`src/rtl/serial_byte_tx.sv`:
```
// Byte-wide FIFO feeding a parallel-to-serial shifter; emits one payload bit per
// cycle with back-to-back bytes and no gap cycles.
module serial_byte_tx #(
  parameter int unsigned DEPTH     = 4,
  parameter bit          LSB_FIRST = 1'b0
) (
  input  logic                   clk,
  input  logic                   reset,
  input  logic [7:0]             data_in,
  input  logic                   data_valid,
  output logic                   data_ready,
  output logic                   serial_out,
  output logic                   bit_valid,
  output logic                   byte_done,
  output logic                   busy,
  output logic [$clog2(DEPTH):0] fifo_count
);

  localparam int unsigned PW = $clog2(DEPTH);
  localparam int unsigned CW = PW + 1;
  localparam int unsigned BW = 3;

  typedef enum logic {
    IDLE  = 1'b0,
    SHIFT = 1'b1
  } state_e;

  state_e        state_q, state_d;
  logic [7:0]    mem_q [DEPTH];
  logic [PW-1:0] wr_ptr_q, wr_ptr_d;
  logic [PW-1:0] rd_ptr_q, rd_ptr_d;
  logic [CW-1:0] count_q, count_d;
  logic [7:0]    shift_q, shift_d;
  logic [BW-1:0] bit_cnt_q, bit_cnt_d;
  logic          serial_q, serial_d;
  logic          valid_q, valid_d;
  logic          done_q, done_d;
  logic          push;
  logic          pop;

  // Ready looks only at the registered count, so a full FIFO refuses even while popping.
  assign data_ready = (count_q < CW'(DEPTH)) && !reset;
  assign push       = data_valid && data_ready;

  assign serial_out = serial_q;
  assign bit_valid  = valid_q;
  assign byte_done  = done_q;
  assign fifo_count = count_q;
  assign busy       = (state_q == SHIFT) || (count_q != '0);

  // Shifter control; the outgoing bit is taken from the next-state shift register
  // so that serial_out is registered yet appears the cycle after the pop.
  always_comb begin
    state_d   = state_q;
    shift_d   = shift_q;
    bit_cnt_d = bit_cnt_q;
    pop       = 1'b0;
    case (state_q)
      IDLE: begin
        if (count_q != '0) begin
          pop       = 1'b1;
          shift_d   = mem_q[rd_ptr_q];
          bit_cnt_d = '0;
          state_d   = SHIFT;
        end
      end
      SHIFT: begin
        if (bit_cnt_q == BW'(7)) begin
          bit_cnt_d = '0;
          if (count_q != '0) begin
            pop     = 1'b1;
            shift_d = mem_q[rd_ptr_q];
          end else begin
            state_d = IDLE;
          end
        end else begin
          bit_cnt_d = bit_cnt_q + BW'(1);
          shift_d   = LSB_FIRST ? (shift_q >> 1) : (shift_q << 1);
        end
      end
      default: state_d = IDLE;
    endcase
    valid_d  = (state_d == SHIFT);
    serial_d = valid_d && (LSB_FIRST ? shift_d[0] : shift_d[7]);
    done_d   = valid_d && (bit_cnt_d == BW'(7));
  end

  // Circular-buffer pointers and occupancy.
  always_comb begin
    wr_ptr_d = wr_ptr_q;
    rd_ptr_d = rd_ptr_q;
    count_d  = count_q;
    if (push) begin
      wr_ptr_d = (wr_ptr_q == PW'(DEPTH - 1)) ? '0 : wr_ptr_q + PW'(1);
    end
    if (pop) begin
      rd_ptr_d = (rd_ptr_q == PW'(DEPTH - 1)) ? '0 : rd_ptr_q + PW'(1);
    end
    case ({push, pop})
      2'b10:   count_d = count_q + CW'(1);
      2'b01:   count_d = count_q - CW'(1);
      default: count_d = count_q;
    endcase
  end

  always_ff @(posedge clk) begin
    if (reset) begin
      state_q   <= IDLE;
      wr_ptr_q  <= '0;
      rd_ptr_q  <= '0;
      count_q   <= '0;
      shift_q   <= '0;
      bit_cnt_q <= '0;
      serial_q  <= 1'b0;
      valid_q   <= 1'b0;
      done_q    <= 1'b0;
    end else begin
      state_q   <= state_d;
      wr_ptr_q  <= wr_ptr_d;
      rd_ptr_q  <= rd_ptr_d;
      count_q   <= count_d;
      shift_q   <= shift_d;
      bit_cnt_q <= bit_cnt_d;
      serial_q  <= serial_d;
      valid_q   <= valid_d;
      done_q    <= done_d;
    end
  end

  // Storage carries no reset; only the pointers define what is valid.
  always_ff @(posedge clk) begin
    if (push) begin
      mem_q[wr_ptr_q] <= data_in;
    end
  end

endmodule
```
`config.mk`:
```
export PLATFORM = sky130hd
export DESIGN_NAME = serial_byte_tx
export DESIGN_NICKNAME = d
export VERILOG_FILES = /design/src/rtl/serial_byte_tx.sv
export SDC_FILE = /design/constraint.sdc
export NUM_CORES = 1
export LEC_CHECK = 0
export BUFFER_PORTS_ARGS = -buffer_cell sky130_fd_sc_hd__buf_2
export CORE_MARGIN = 2
export CORE_UTILIZATION = 62
export CTS_CLUSTER_SIZE = 20
export DETAILED_ROUTE_END_ITERATION = 6
export PLACE_DENSITY = 0.83
export REMOVE_ABC_BUFFERS = 1
export SYNTH_ARGS = -nofsm -noshare
export SYNTH_HDL_FRONTEND = slang
export SYNTH_SLANG_ARGS = --single-unit
```
`constraint.sdc`:
```
create_clock -name clk -period 4.92 [get_ports clk]
set_input_delay 0.738 -clock clk [delete_from_list [all_inputs] [get_ports clk]]
set_output_delay 0.738 -clock clk [all_outputs]
set_load 0.01 [all_outputs]
```
# After elaboration in Yosys (flattened, before gate mapping)
# Memories as Yosys holds them, arrays and structs flattened. A register that Yosys moved wholly into a read port is not among the register bits.
# Cells that the tools add are included.
classes:
  bitwise_logic: 1
  n_eq_ne: 6
  add_sub_neg: 5
  n_lt_le_gt_ge: 1
  shift: 0
  n_div: 0
  multipliers: 0
  n_mux: 18
  n_reduce_logical: 8
ops:
  columns: ["op", "count"]
  rows:
  - ["$mux 8", 2]
  - ["$pmux 8 s2", 1]
  - ["$pmux 3 s2", 2]
  - ["$mux 2", 4]
  - ["$add 3x1->3 const B", 2]
  - ["$eq 2x2->1 const B", 3]
  - ["$eq 3x3->1 const B", 2]
  - ["$mux 3", 2]
  - ["$mux 1", 5]
  - ["$add 2x1->2 const B", 2]
  - ["$logic_and 1x1->1", 4]
  - ["$pmux 1 s2", 2]
  - ["$lt 3x3->1 const B", 1]
  - ["$reduce_bool 3->1", 1]
  - ["$sub 3x1->3 const B", 1]
  - ["$eq 2x1->1 const B", 1]
  - ["$reduce_bool 2->1", 1]
  - ["$logic_not 1->1", 1]
  - ["$logic_or 1x1->1", 1]
  - ["$not 1->1", 1]
totals:
  in_bits: 11
  word_cells: 48
  output_inout_bits: 8
  regBits: 21
  romBits: 0
  mem_bits_rw: 32
  latchBits: 0
  mem_count: 1
memory_table:
  columns: ["name", "depth", "word_bits", "read_ports", "rd_clocked_by_memory_dff", "write_ports", "line", "rtl"]
  rows:
  - ["mem_q", 4, 8, 1, 1, 1, "29", "logic [7:0] mem_q [DEPTH];"]

# Longest topological paths before layout
# Gate-level depths: netlist (run 1).
logic_depth:
  ltp_word: 6
  mapped_depth: 11
  mapped_depth_nobuf: 10

# Worst setup path after synthesis (run 1)
# Ideal clock, no wire load.
synth_path:
  path_kind: "reg2reg"
  startpoint: "reg bit_cnt_q[0]"
  endpoint: "reg count_q[2], in the netlist fifo_count[2]"
  path_slack_ns: 2.463
  arrival_time_ns: 2.387
  stages_incl_launch_ff: 12
  synth_period_minus_slack_ns: 2.457
  required_ns: 4.849
  path_buffers: 1
  setup_ns: 0.071
  path_cell_list: "dfxtp_1 ha_1 ha_1 and2b_1 buf_2 nor2_1 ha_1 inv_1 fa_1 xor2_1 or3_2 a21oi_1"
synth_via:
  elab_chain_len: 5
  elab_cells_between_ends: 7
  classes_between: "eq/ne (3); mux (3); reduce/logical (1)"
synth_rtl:
  columns: ["item", "line", "rtl"]
  rows:
  - ["start: declaration", "34", "logic [BW-1:0] bit_cnt_q, bit_cnt_d;"]
  - ["start signal: assignment", "123", "bit_cnt_q <= bit_cnt_d;"]
  - ["$eq 3x3->1 (*)", "68", "if (bit_cnt_q == BW'(7)) begin"]
  - ["$mux 1 (*)", "68", null]
  - ["$pmux 1 s2 (*)", "58", "case (state_q)"]
  - ["net pop", "39", "logic pop;"]
  - ["$eq 2x1->1 / $eq 2x2->1 (equally long branches)", "99", "case ({push, pop})"]
  - ["$pmux 3 s2 / $reduce_bool 2->1 (equally long branches)", null, null]
  - ["end signal: assignment", "121", "count_q <= count_d;"]
  - ["end: declaration", "32", "logic [CW-1:0] count_q, count_d;"]
# The timed path passes the listed nets; every way through them passes the cells marked *.
# A chain may end at the register's enable or synchronous reset.

# Worst setup path in the final report (run 1)
# Same ends and word-level chain as after synthesis.

==> results of run 1 <==
## state kept, by name (all words and copies together) (netlist names), named ones only
signal,cells
bit_cnt_q,3
bit_valid,1
byte_done,1
fifo_count,3
mem_q,32
rd_ptr_q,2
serial_out,1
shift_q,7
wr_ptr_q,2
## critical path: cells and delay by family (launching register included)
kind	cells	cell delay, ns
fa+ha+maj	4	0.98
compound gates	1	0.15
buf+inv	1	0.06
flops	1	0.43
simple gates	3	0.90
xor+xnor	1	0.15
## cell usage after synthesis, drive strengths merged
master	instances	area share, %
edfxtp	32	43
dfxtp	22	20
nor2	14	2.4
a21oi	13	2.9
nand2	11	1.9
ha	8	4.5
mux4	8	8.1
inv	7	1.2
a211oi	6	2.7
and2	5	1.4
buf	5	1.5
clkbuf	3	0.57
nand3	3	0.68
nor3b	3	1.2
o21ai	3	0.68
a31oi	2	0.57
nor3	2	0.96
o31ai	2	0.68
or3	2	0.62
xor2	2	0.79
a41oi	1	0.40
and2b	1	0.34
fa	1	0.91
mux2i	1	0.45
nand2b	1	0.28
nor4bb	1	0.45
or4	1	0.34
## power by group
part           leakage (nW)  switching [W]  total [W]  internal (W)
Combinational         0.355       0.000249   0.000448      0.000199
Sequential            0.471      0.0000845   0.000648      0.000564
Clock                0.0399       0.000123   0.000229      0.000106
Total                 0.865       0.000457    0.00133      0.000869
## area by class of cell
class,count,area share [%]
clock buffers,6,1.73
clock inverters,2,1.41
inverters,7,1.10
multi-input cells,91,30.9
flip-flops and latches,54,58.7
well taps,46,2.41
repair buffers,18,3.77
## logic make-up after synthesis
family	synth area share, %
buffers and inverters	3.23
xor gates and xnor gates	0.792
DFF	63.4
and+or+nand+nor	10.6
AOI/OAI and AO/OA	7.98
adders and majority gates	5.43
muxes	8.60
## cells in the final DEF (no fill, tap or decap), types with 2 or more instances in the layout
master    synthesis  routed
a211oi_1          3       3
a211oi_2          3       3
a21oi_1          13      13
a31oi_1           2       2
and2_1            5       5
buf_2             2      18
clkbuf_4          0       5
dfxtp_1          22      22
edfxtp_1         32      32
ha_1              8       8
inv_1             7       7
mux4_2            8       8
nand2_1          11      11
nand3_1           3       3
nor2_1           14      14
nor3b_1           2       2
o21ai_0           3       3
o31ai_1           2       2
xor2_1            2       2
## routing by layer
layer	up-vias	global-route usage, %	wire, microns
li1	622	-	-
met1	635	23.8	1550
met2	23	36.3	1910
met3	8	4.82	112
met4	0	8.15	74
met5	-	0	0
## final timing paths
path,startpoint,to,slack (ns)
setup reg to reg,bit_cnt_q[0],fifo_count[2],2.20
hold reg to reg,shift_q[6],serial_out,0.49
hold / removal,shift_q[6],serial_out,0.49
setup / recovery,bit_cnt_q[0],fifo_count[2],2.20
## metrics by stage
| step | total power (W) | worst slack [ns] | util, % | hold WS, ns | instances |
|---|---|---|---|---|---|
| 2_1_floorplan | 0.000973 | 2.53 | - | 0.431 | 152 |
| 3_3_place_gp | 0.00107 | 2.28 | 68.3 | 0.468 | 216 |
| 3_5_place_dp | 0.00111 | 2.15 | 68.3 | 0.472 | 216 |
| 4_1_cts | 0.00134 | 2.19 | 70.5 | 0.491 | 224 |
| 5_1_grt | 0.00141 | 2.06 | 70.5 | 0.496 | 224 |
| 6_report | 0.00133 | 2.20 | 70.5 | 0.487 | 224 |
==> results.txt, run 1 <==
Status: complete, no violations
WP data required: 5.22 ns
Synthesized flop and latch total: 54
Synth unique cells: 35
CTS tree: done
Detailed Routing Iterations Pass 1: 4
Nets: 197
Area after DPL: 0.00231 sq mm
CP endpoint kind: flop
Hold Path Stages: 2
Setup TNS: 0 ns
Remaining DRCs: 0
Avg Inst Size Synth: 13.8 sq um
GP Congestion: 0.832
Worst-margin pin slew: 0.559 ns
Yosys warnings: 0
DP Wirelength: 2550 microns
GRT Util Overall: 20.5%
Post-Route WL: 3650 microns
Overflow after GRT: 0
Filler Cell Count: 227
Reg2Reg Depth: 10
P_leak: 0.865 nW
Type of the worst min-delay path: reg2reg
Layout area overhead: 8.04%
Slowest stage cell, crit path: dfxtp_1
Relative slew slack: 62.6%
Crit path DAT: 3.02 ns
Final instance area: 0.00239 sq mm
Clock latency on the worst-skew pair: 0.36 ns
Pwr per Cell Area: 555 mW/mm^2
Initial Utilization: 65.2%
Register area: 0.00140 sq mm
Post-CTS Setup Inserts: 0
Peak supply drop: 277 uV
RSZ-0062 raised after global routing: false
Number of global-route vias before repair: 1295
Cts repair resizes: 0
Period utilization: 55.4%
Worst path cell trace: ha_1 > ha_1 > and2b_1 > nor2_1 > ha_1 > inv_1 > fa_1 > xor2_1 > or3_2 > a21oi_1
Syn Inst Count: 160
Final setup fails: 0
Minimum clock period: 2.72 ns
Vias post-DR: 1288
Cell mode on critical path: ha_1
Core area: 0.00339 sq mm
Maximum root-to-sink buffer count: 2
CTS Hold Buffers Added: 0
Global-route wire length before repair: 6130 microns
Antenna-violating nets left: 0
Largest net degree at the start of global routing: 22
Multi-input gate area: 738 sq um
CP Max Fanout: 12
Clock net sink count: 54
Sequential share of the synthesized area: 63.4%
I/O Buffers: 18
Final hold vios: 0
Width of the die: 63.7 microns
Startpoint Class: flop
Clk slew on worst S/H paths: 0.13 ns
Die area: 0.00406 sq mm
Fmax: 367 MHz
Mapped Area: 0.00221 sq mm
Number of DRC markers in iteration 0: 83
Via/cell ratio: 5.75
Crit path kind: reg2reg
Layout cells sized above 1: 21.3%
N_diodes: 0
DR WL/cell: 16.3 microns
Max cap viols: 0
Rows: 21
Initial antenna violation count: 0
Die Span Y: 63.7 microns
H-Tree Level Count: 2
Worst Skew: 0.00726 ns
Max-slew violations: 0
Clock Tree Root: clkbuf_4
Largest stage delay, worst path: 0.43 ns
CTS buffer count: 5
IO Pins: 19
(Power assumes the default switching activity.)
==> run 2: changes to the inputs <==
--- a/config.mk
+++ b/config.mk
@@ -7,10 +7,10 @@
 export LEC_CHECK = 0
 export BUFFER_PORTS_ARGS = -buffer_cell sky130_fd_sc_hd__buf_2
 export CORE_MARGIN = 2
-export CORE_UTILIZATION = 62
+export CORE_UTILIZATION = 58
 export CTS_CLUSTER_SIZE = 20
 export DETAILED_ROUTE_END_ITERATION = 6
-export PLACE_DENSITY = 0.83
+export PLACE_DENSITY = 0.79
 export REMOVE_ABC_BUFFERS = 1
 export SYNTH_ARGS = -nofsm -noshare
 export SYNTH_HDL_FRONTEND = slang
==> constraint.sdc (replaced) <==
create_clock -name clk -period 2.6 [get_ports clk]
set_input_delay 0.39 -clock clk [delete_from_list [all_inputs] [get_ports clk]]
set_output_delay 0.39 -clock clk [all_outputs]
set_load 0.01 [all_outputs]
==> run 2 against run 1 <==
Net effect:
- clock skew about the same
- via count increased by 0.93%
- non-clock buffer count increased by 3
- final cell count increased by 2.2%
- worst hold slack got worse by 0.20 ns
- routed wire length increased by 1.8%
- setup slack got worse by 2.0 ns
- power increased by 92%
- first-iteration DRC count increased by 9.6%
- utilization decreased by 3.9 points
- register-to-register slack got worse by 2.0 ns
- count of clock-buffer cells in the layout unchanged
==> results.txt, run 2 (synthesis results as in run 1) <==
Hold Path Stages: 1
Antenna-violating nets left: 0
Clock net sink count: 54
Status: complete, no violations
Period utilization: 93.6%
I/O Buffers: 18
Crit path kind: reg2reg
GRT Util Overall: 20.1%
Max reg flops: 32
WP data required: 2.84 ns
Cell mode on critical path: ha_2
Worst-margin pin slew: 0.582 ns
Worst hold start: data_in[1]
Clock Tree Root: clkbuf_8
Peak supply drop: 550 uV
Overflow after GRT: 0
Width of the die: 65.7 microns
Initial Utilization: 60.4%
Relative slew slack: 61.1%
Post-Route WL: 3720 microns
Final hold vios: 0
Type of the worst min-delay path: in2reg
Layout area overhead: 10.2%
Setup TNS: 0 ns
Number of DRC markers in iteration 0: 91
CTS buffer count: 5
Max cap viols: 0
Clock latency on the worst-skew pair: 0.31 ns
Commonest non-fill, non-tap cell in the layout: edfxtp_1
GP Congestion: 0.699
Largest regs: mem_q x32, shift_q x7
Clk slew on worst S/H paths: 0.09 ns
Max-slew violations: 0
Maximum root-to-sink buffer count: 2
Layout cells sized above 1: 25.4%
Die area: 0.00432 sq mm
Fin util: 66.6%
Final instance area: 0.00244 sq mm
Largest reg by FF count: mem_q
Worst path cell trace: ha_1 > ha_2 > and2b_1 > nor2_1 > ha_2 > inv_1 > fa_1 > xor2_1 > or3_2 > a21oi_2
Reg2reg start: bit_cnt_q[0]
CTS Hold Buffers Added: 0
Number of global-route vias before repair: 1314
Final setup fails: 0
Nets: 200
Area after DPL: 0.00234 sq mm
Reg2Reg Depth: 10
CTS tree: done
Worst Skew: 0.00745 ns
Crit path DAT: 2.68 ns
Setup crit start: bit_cnt_q[0]
Slowest stage cell, crit path: or3_2
DP Wirelength: 2620 microns
Pwr per Cell Area: 1040 mW/mm^2
Rows: 22
CP endpoint kind: flop
Core area: 0.00366 sq mm
Die Span Y: 65.7 microns
Cts repair resizes: 0
Startpoint Class: flop
Detailed Routing Iterations Pass 1: 4
Minimum clock period: 2.43 ns
P_leak: 0.882 nW
N_diodes: 0
RSZ-0062 raised after global routing: false
Fmax: 411 MHz
IO Pins: 19
Post-CTS Setup Inserts: 0
CP Max Fanout: 5
Commonest non-fill, non-tap cells in the layout: 32 x edfxtp_1, 21 x dfxtp_1, 18 x buf_2, 14 x nor2_1, 12 x a21oi_1
Largest net degree at the start of global routing: 21
Remaining DRCs: 0
Via/cell ratio: 5.68
Global-route wire length before repair: 6250 microns
Vias post-DR: 1300
Filler Cell Count: 275
Initial antenna violation count: 0
Largest stage delay, worst path: 0.43 ns
H-Tree Level Count: 2
DR WL/cell: 16.2 microns
==> run 2: final cells by class <==
cell class	instances	area [sq um]	share of cell area (%)
Clock buffer	6	72.6	2.98
Clock inverter	2	13.8	0.565
Inverter	7	26.3	1.08
Multi-Input combinational cell	91	747	30.6
Sequential cell	54	1410	57.6
Tap cell	48	60.1	2.46
Timing Repair Buffer	21	113	4.62
==> run 2: path summary, 6_finish.rpt <==
kind / endpoint / slack, ns
setup reg to reg: fifo_count[2] / 0.17
hold / removal: mem_q[3][1] / 0.29
hold reg to reg: serial_out / 0.46
setup / recovery: fifo_count[2] / 0.17
==> run 2: power by group <==
part | switching, W | internal (W) | total, W
sequential | 0.000158 | 0.00107 | 0.00123
combinational | 0.000471 | 0.000395 | 0.000866
clock | 0.000259 | 0.000192 | 0.000452
total | 0.000888 | 0.00166 | 0.00255
==> run 2: layer usage <==
| metal | GRT usage [%] | share of wire, % |
|---|---|---|
| met1 | 24.6 | 41 |
| met2 | 34.5 | 53 |
| met3 | 5.14 | 3.7 |
| met4 | 7.03 | 2.1 |
| met5 | 0 | 0 |
==> run 2: worst max-delay path, delay by kind of cell, from the launching register on <==
family | cells | cell delay, ns
AO/OA/AOI/OAI | 1 | 0.14
buffers and inverters | 1 | 0.05
AND/OR/NAND/NOR | 3 | 0.72
adder cells (fa/ha/maj) | 4 | 0.92
XOR/XNOR | 1 | 0.16
flip-flops | 1 | 0.38
==> run 2: per-stage QoR <==
stage                     power [W]  hold slack, ns  std cells  setup slack (ns)
after global routing        0.00271           0.283        229            0.0242
after CTS                   0.00255           0.281        229            0.0657
after global placement      0.00204           0.445        221             0.260
after floorplan             0.00184           0.431        152             0.206
after detailed placement    0.00210           0.451        221            0.0996
final                       0.00255           0.290        229             0.167
==> run 3: changes to the inputs <==
--- a/config.mk
+++ b/config.mk
@@ -5,12 +5,14 @@
 export SDC_FILE = /design/constraint.sdc
 export NUM_CORES = 1
 export LEC_CHECK = 0
+export ABC_AREA = 1
 export BUFFER_PORTS_ARGS = -buffer_cell sky130_fd_sc_hd__buf_2
 export CORE_MARGIN = 2
 export CORE_UTILIZATION = 58
 export CTS_CLUSTER_SIZE = 20
 export DETAILED_ROUTE_END_ITERATION = 6
 export PLACE_DENSITY = 0.79
+export RECOVER_POWER = 50
 export REMOVE_ABC_BUFFERS = 1
 export SYNTH_ARGS = -nofsm -noshare
 export SYNTH_HDL_FRONTEND = slang
==> run 3 against run 2 <==
Net effect:
- routed wire length is 3.5% higher
- die area is 3.5% higher
- cell area is 2.3% higher
- setup slack better by 0.18 ns
- non-clock buffer count is 2 higher
- area after synthesis is 3.7% higher
- highest routed layer unchanged
- critical path type unchanged
==> results.txt, run 3 <==
Status: complete, no violations
Worst Skew: 0.00722 ns
Max reg flops: 32
Largest net degree at the start of global routing: 17
Switch Pwr: 0.000909 W
Number of flops mapped to enable cells by yosys: 32
Number of DRC markers in iteration 0: 72
CTS buffer count: 5
CP endpoint kind: flop
Fmax: 444 MHz
DR WL/cell: 12.6 microns
Yosys warnings: 0
Filler Cell Count: 313
Setup TNS: 0 ns
Worst setup path endpoint: fifo_count[2]
Clock net sink count: 55
Top post-synthesis cells by count: 59 x nor2_1, 32 x edfxtp_1, 29 x nand2_1, 27 x o21ai_0, 23 x dfxtp_1
RSZ-0062 raised after global routing: false
Relative slew slack: 63.0%
Peak supply drop: 553 uV
Synthesized flop and latch total: 55
Period utilization: 86.7%
Reg power frac: 47.8%
Max-slew violations: 0
Detailed Routing Iterations Pass 1: 4
Largest regs: mem_q x32, shift_q x8
Switch share: 36.8%
Worst-margin pin slew: 0.555 ns
Syn Inst Count: 233
Rows: 22
Layout area overhead: 8.73%
Commonest non-fill, non-tap cells in the layout: 60 x nor2_1, 32 x edfxtp_1, 29 x nand2_1, 27 x o21ai_0, 23 x dfxtp_1
Layout cells sized above 1: 7.36%
Initial Utilization: 61.3%
Clock latency on the worst-skew pair: 0.31 ns
Overflow after GRT: 0
Synth unique cells: 22
GRT Util Overall: 19.4%
Post-CTS Setup Inserts: 0
Vias post-DR: 1547
CTS tree: done
Clock power frac: 18.0%
Reg2Reg Depth: 14
Commonest non-fill, non-tap cell in the layout: nor2_1
Pwr per Cell Area: 990 mW/mm^2
Sequential share of the synthesized area: 62.0%
Nets: 277
Most frequent cell after synthesis: nor2_1
Internal: 0.00156 W
Clk slew on worst S/H paths: 0.09 ns
H-Tree Level Count: 2
Final hold vios: 0
CP Max Fanout: 11
Clock Tree Root: clkbuf_8
Largest stage delay, worst path: 0.39 ns
Final setup fails: 0
Slowest stage cell, crit path: fa_1
Cell mode on critical path: ha_1
I/O Buffers: 18
Combinational fraction of design power: 34.2%
CTS Hold Buffers Added: 0
Initial antenna violation count: 0
Startpoint Class: flop
Setup crit start: bit_cnt_q[0]
Asr flop ratio synth: 0%
Reg2reg start: bit_cnt_q[0]
P_leak: 1.01 nW
Core area: 0.00374 sq mm
Die area: 0.00447 sq mm
Post-Route WL: 3850 microns
WP data required: 2.85 ns
Antenna-violating nets left: 0
Maximum root-to-sink buffer count: 2
Cts repair resizes: 0
Main synth FF type: edfxtp_1
Width of the die: 66.9 microns
Fin util: 66.6%
N_diodes: 0
Max cap viols: 0
Reg2Reg Setup Slack: 0.35 ns
GP Congestion: 0.774
Remaining DRCs: 0
Mapped Area: 0.00229 sq mm
Minimum clock period: 2.25 ns
Synth area leaders: edfxtp_1 42%, dfxtp_1 20%, nor2_1 9.7%
Yosys top cell by area: edfxtp_1
Crit path kind: reg2reg
DP Wirelength: 2620 microns
Via/cell ratio: 5.06
Post-synth top area share: 41.9%
Worst R2R End: fifo_count[2]
IO Pins: 19
Die Span Y: 66.9 microns
Largest reg by FF count: mem_q
Number of global-route vias before repair: 1413
Avg Inst Size Synth: 9.84 sq um
Global-route wire length before repair: 6090 microns
Type of the worst min-delay path: in2reg
Worst path cell trace: ha_1 > ha_1 > inv_1 > nand2_2 > nand2_4 > inv_2 > ha_1 > inv_1 > fa_1 > a21oi_1 > o21ai_0 > nand2_1 > nand2_1 > nor2_1
Crit path DAT: 2.51 ns
run 3: cell count changes after synthesis, moves of 5 or more:
cell	change
nor2_1	+45
o21ai_0	+24
nand2_1	+18
inv_1	+15
mux4_2	-8
a21oi_1	-7
o21a_1	+6
and2_1	-5
run 3: worst max-delay path, delay by kind of cell, from the launching register on:
family / cells / cell delay (ns)
AO/OA/AOI/OAI: 2 / 0.31
adder cells (fa/ha/maj): 4 / 0.82
buffers and inverters: 3 / 0.21
flip-flops: 1 / 0.35
AND/OR/NAND/NOR: 5 / 0.50
run 3: worst min-delay path by stage:
stage,to,cells after the start,from
after floorplan,bit_cnt_q[2],2,bit_cnt_q[2]
after global placement,bit_cnt_q[2],2,bit_cnt_q[2]
after detailed placement,bit_cnt_q[0],2,bit_cnt_q[0]
after CTS,mem_q[2][7],1,data_in[7]
after global routing,mem_q[2][1],1,data_in[1]
final,wr_ptr_q[1],3,data_valid
run 3: cell families (layout without fill, tap and decap cells):
logic type      after synthesis  in the layout  synth area share (%)
flops                        55             55                  62.0
compound gates               40             40                  9.44
fa+ha+maj                     9              9                  5.24
simple gates                100            100                  17.6
buf+inv                      29             54                  5.73
run 3: stage by stage:
| stage | instances | area [sq um] | hold WS, ns | power, W | worst slack [ns] |
|---|---|---|---|---|---|
| global placement | 298 | 2440 | 0.486 | 0.00202 | 0.536 |
| finish | 306 | 2490 | 0.327 | 0.00247 | 0.346 |
| detailed placement | 298 | 2440 | 0.502 | 0.00206 | 0.412 |
| CTS | 306 | 2520 | 0.282 | 0.00250 | 0.389 |
| floorplan | 227 | 2250 | 0.459 | 0.00180 | 0.631 |
| global route | 306 | 2490 | 0.328 | 0.00266 | 0.149 |
run 3: power groups by stage:
stage | clock network [W] | registers, W | logic [W]
after floorplan | 0 | 0.00121 | 0.000596
after global placement | 0 | 0.00120 | 0.000825
after detailed placement | 0 | 0.00120 | 0.000855
after CTS | 0.000456 | 0.00118 | 0.000859
after global routing | 0.000491 | 0.00120 | 0.000968
final | 0.000445 | 0.00118 | 0.000843
run 3: routing by layer:
metal  up-vias  share of wire [%]  global-route usage [%]
li1        807                  -                       -
met1       702                 46                    22.4
met2        30                 47                    33.3
met3         8                4.1                    4.56
met4         0                2.3                    9.95
met5         -                  0                       0
run 3: final cells by class:
type | count | area, sq um | area share [%]
Clock buffer | 6 | 72.6 | 2.91
Timing Repair Buffer | 23 | 103 | 4.11
Tap cell | 48 | 60.1 | 2.41
Sequential cell | 55 | 1420 | 57.0
Inverter | 23 | 86.3 | 3.46
Multi-Input combinational cell | 149 | 738 | 29.6
Clock inverter | 2 | 12.5 | 0.502
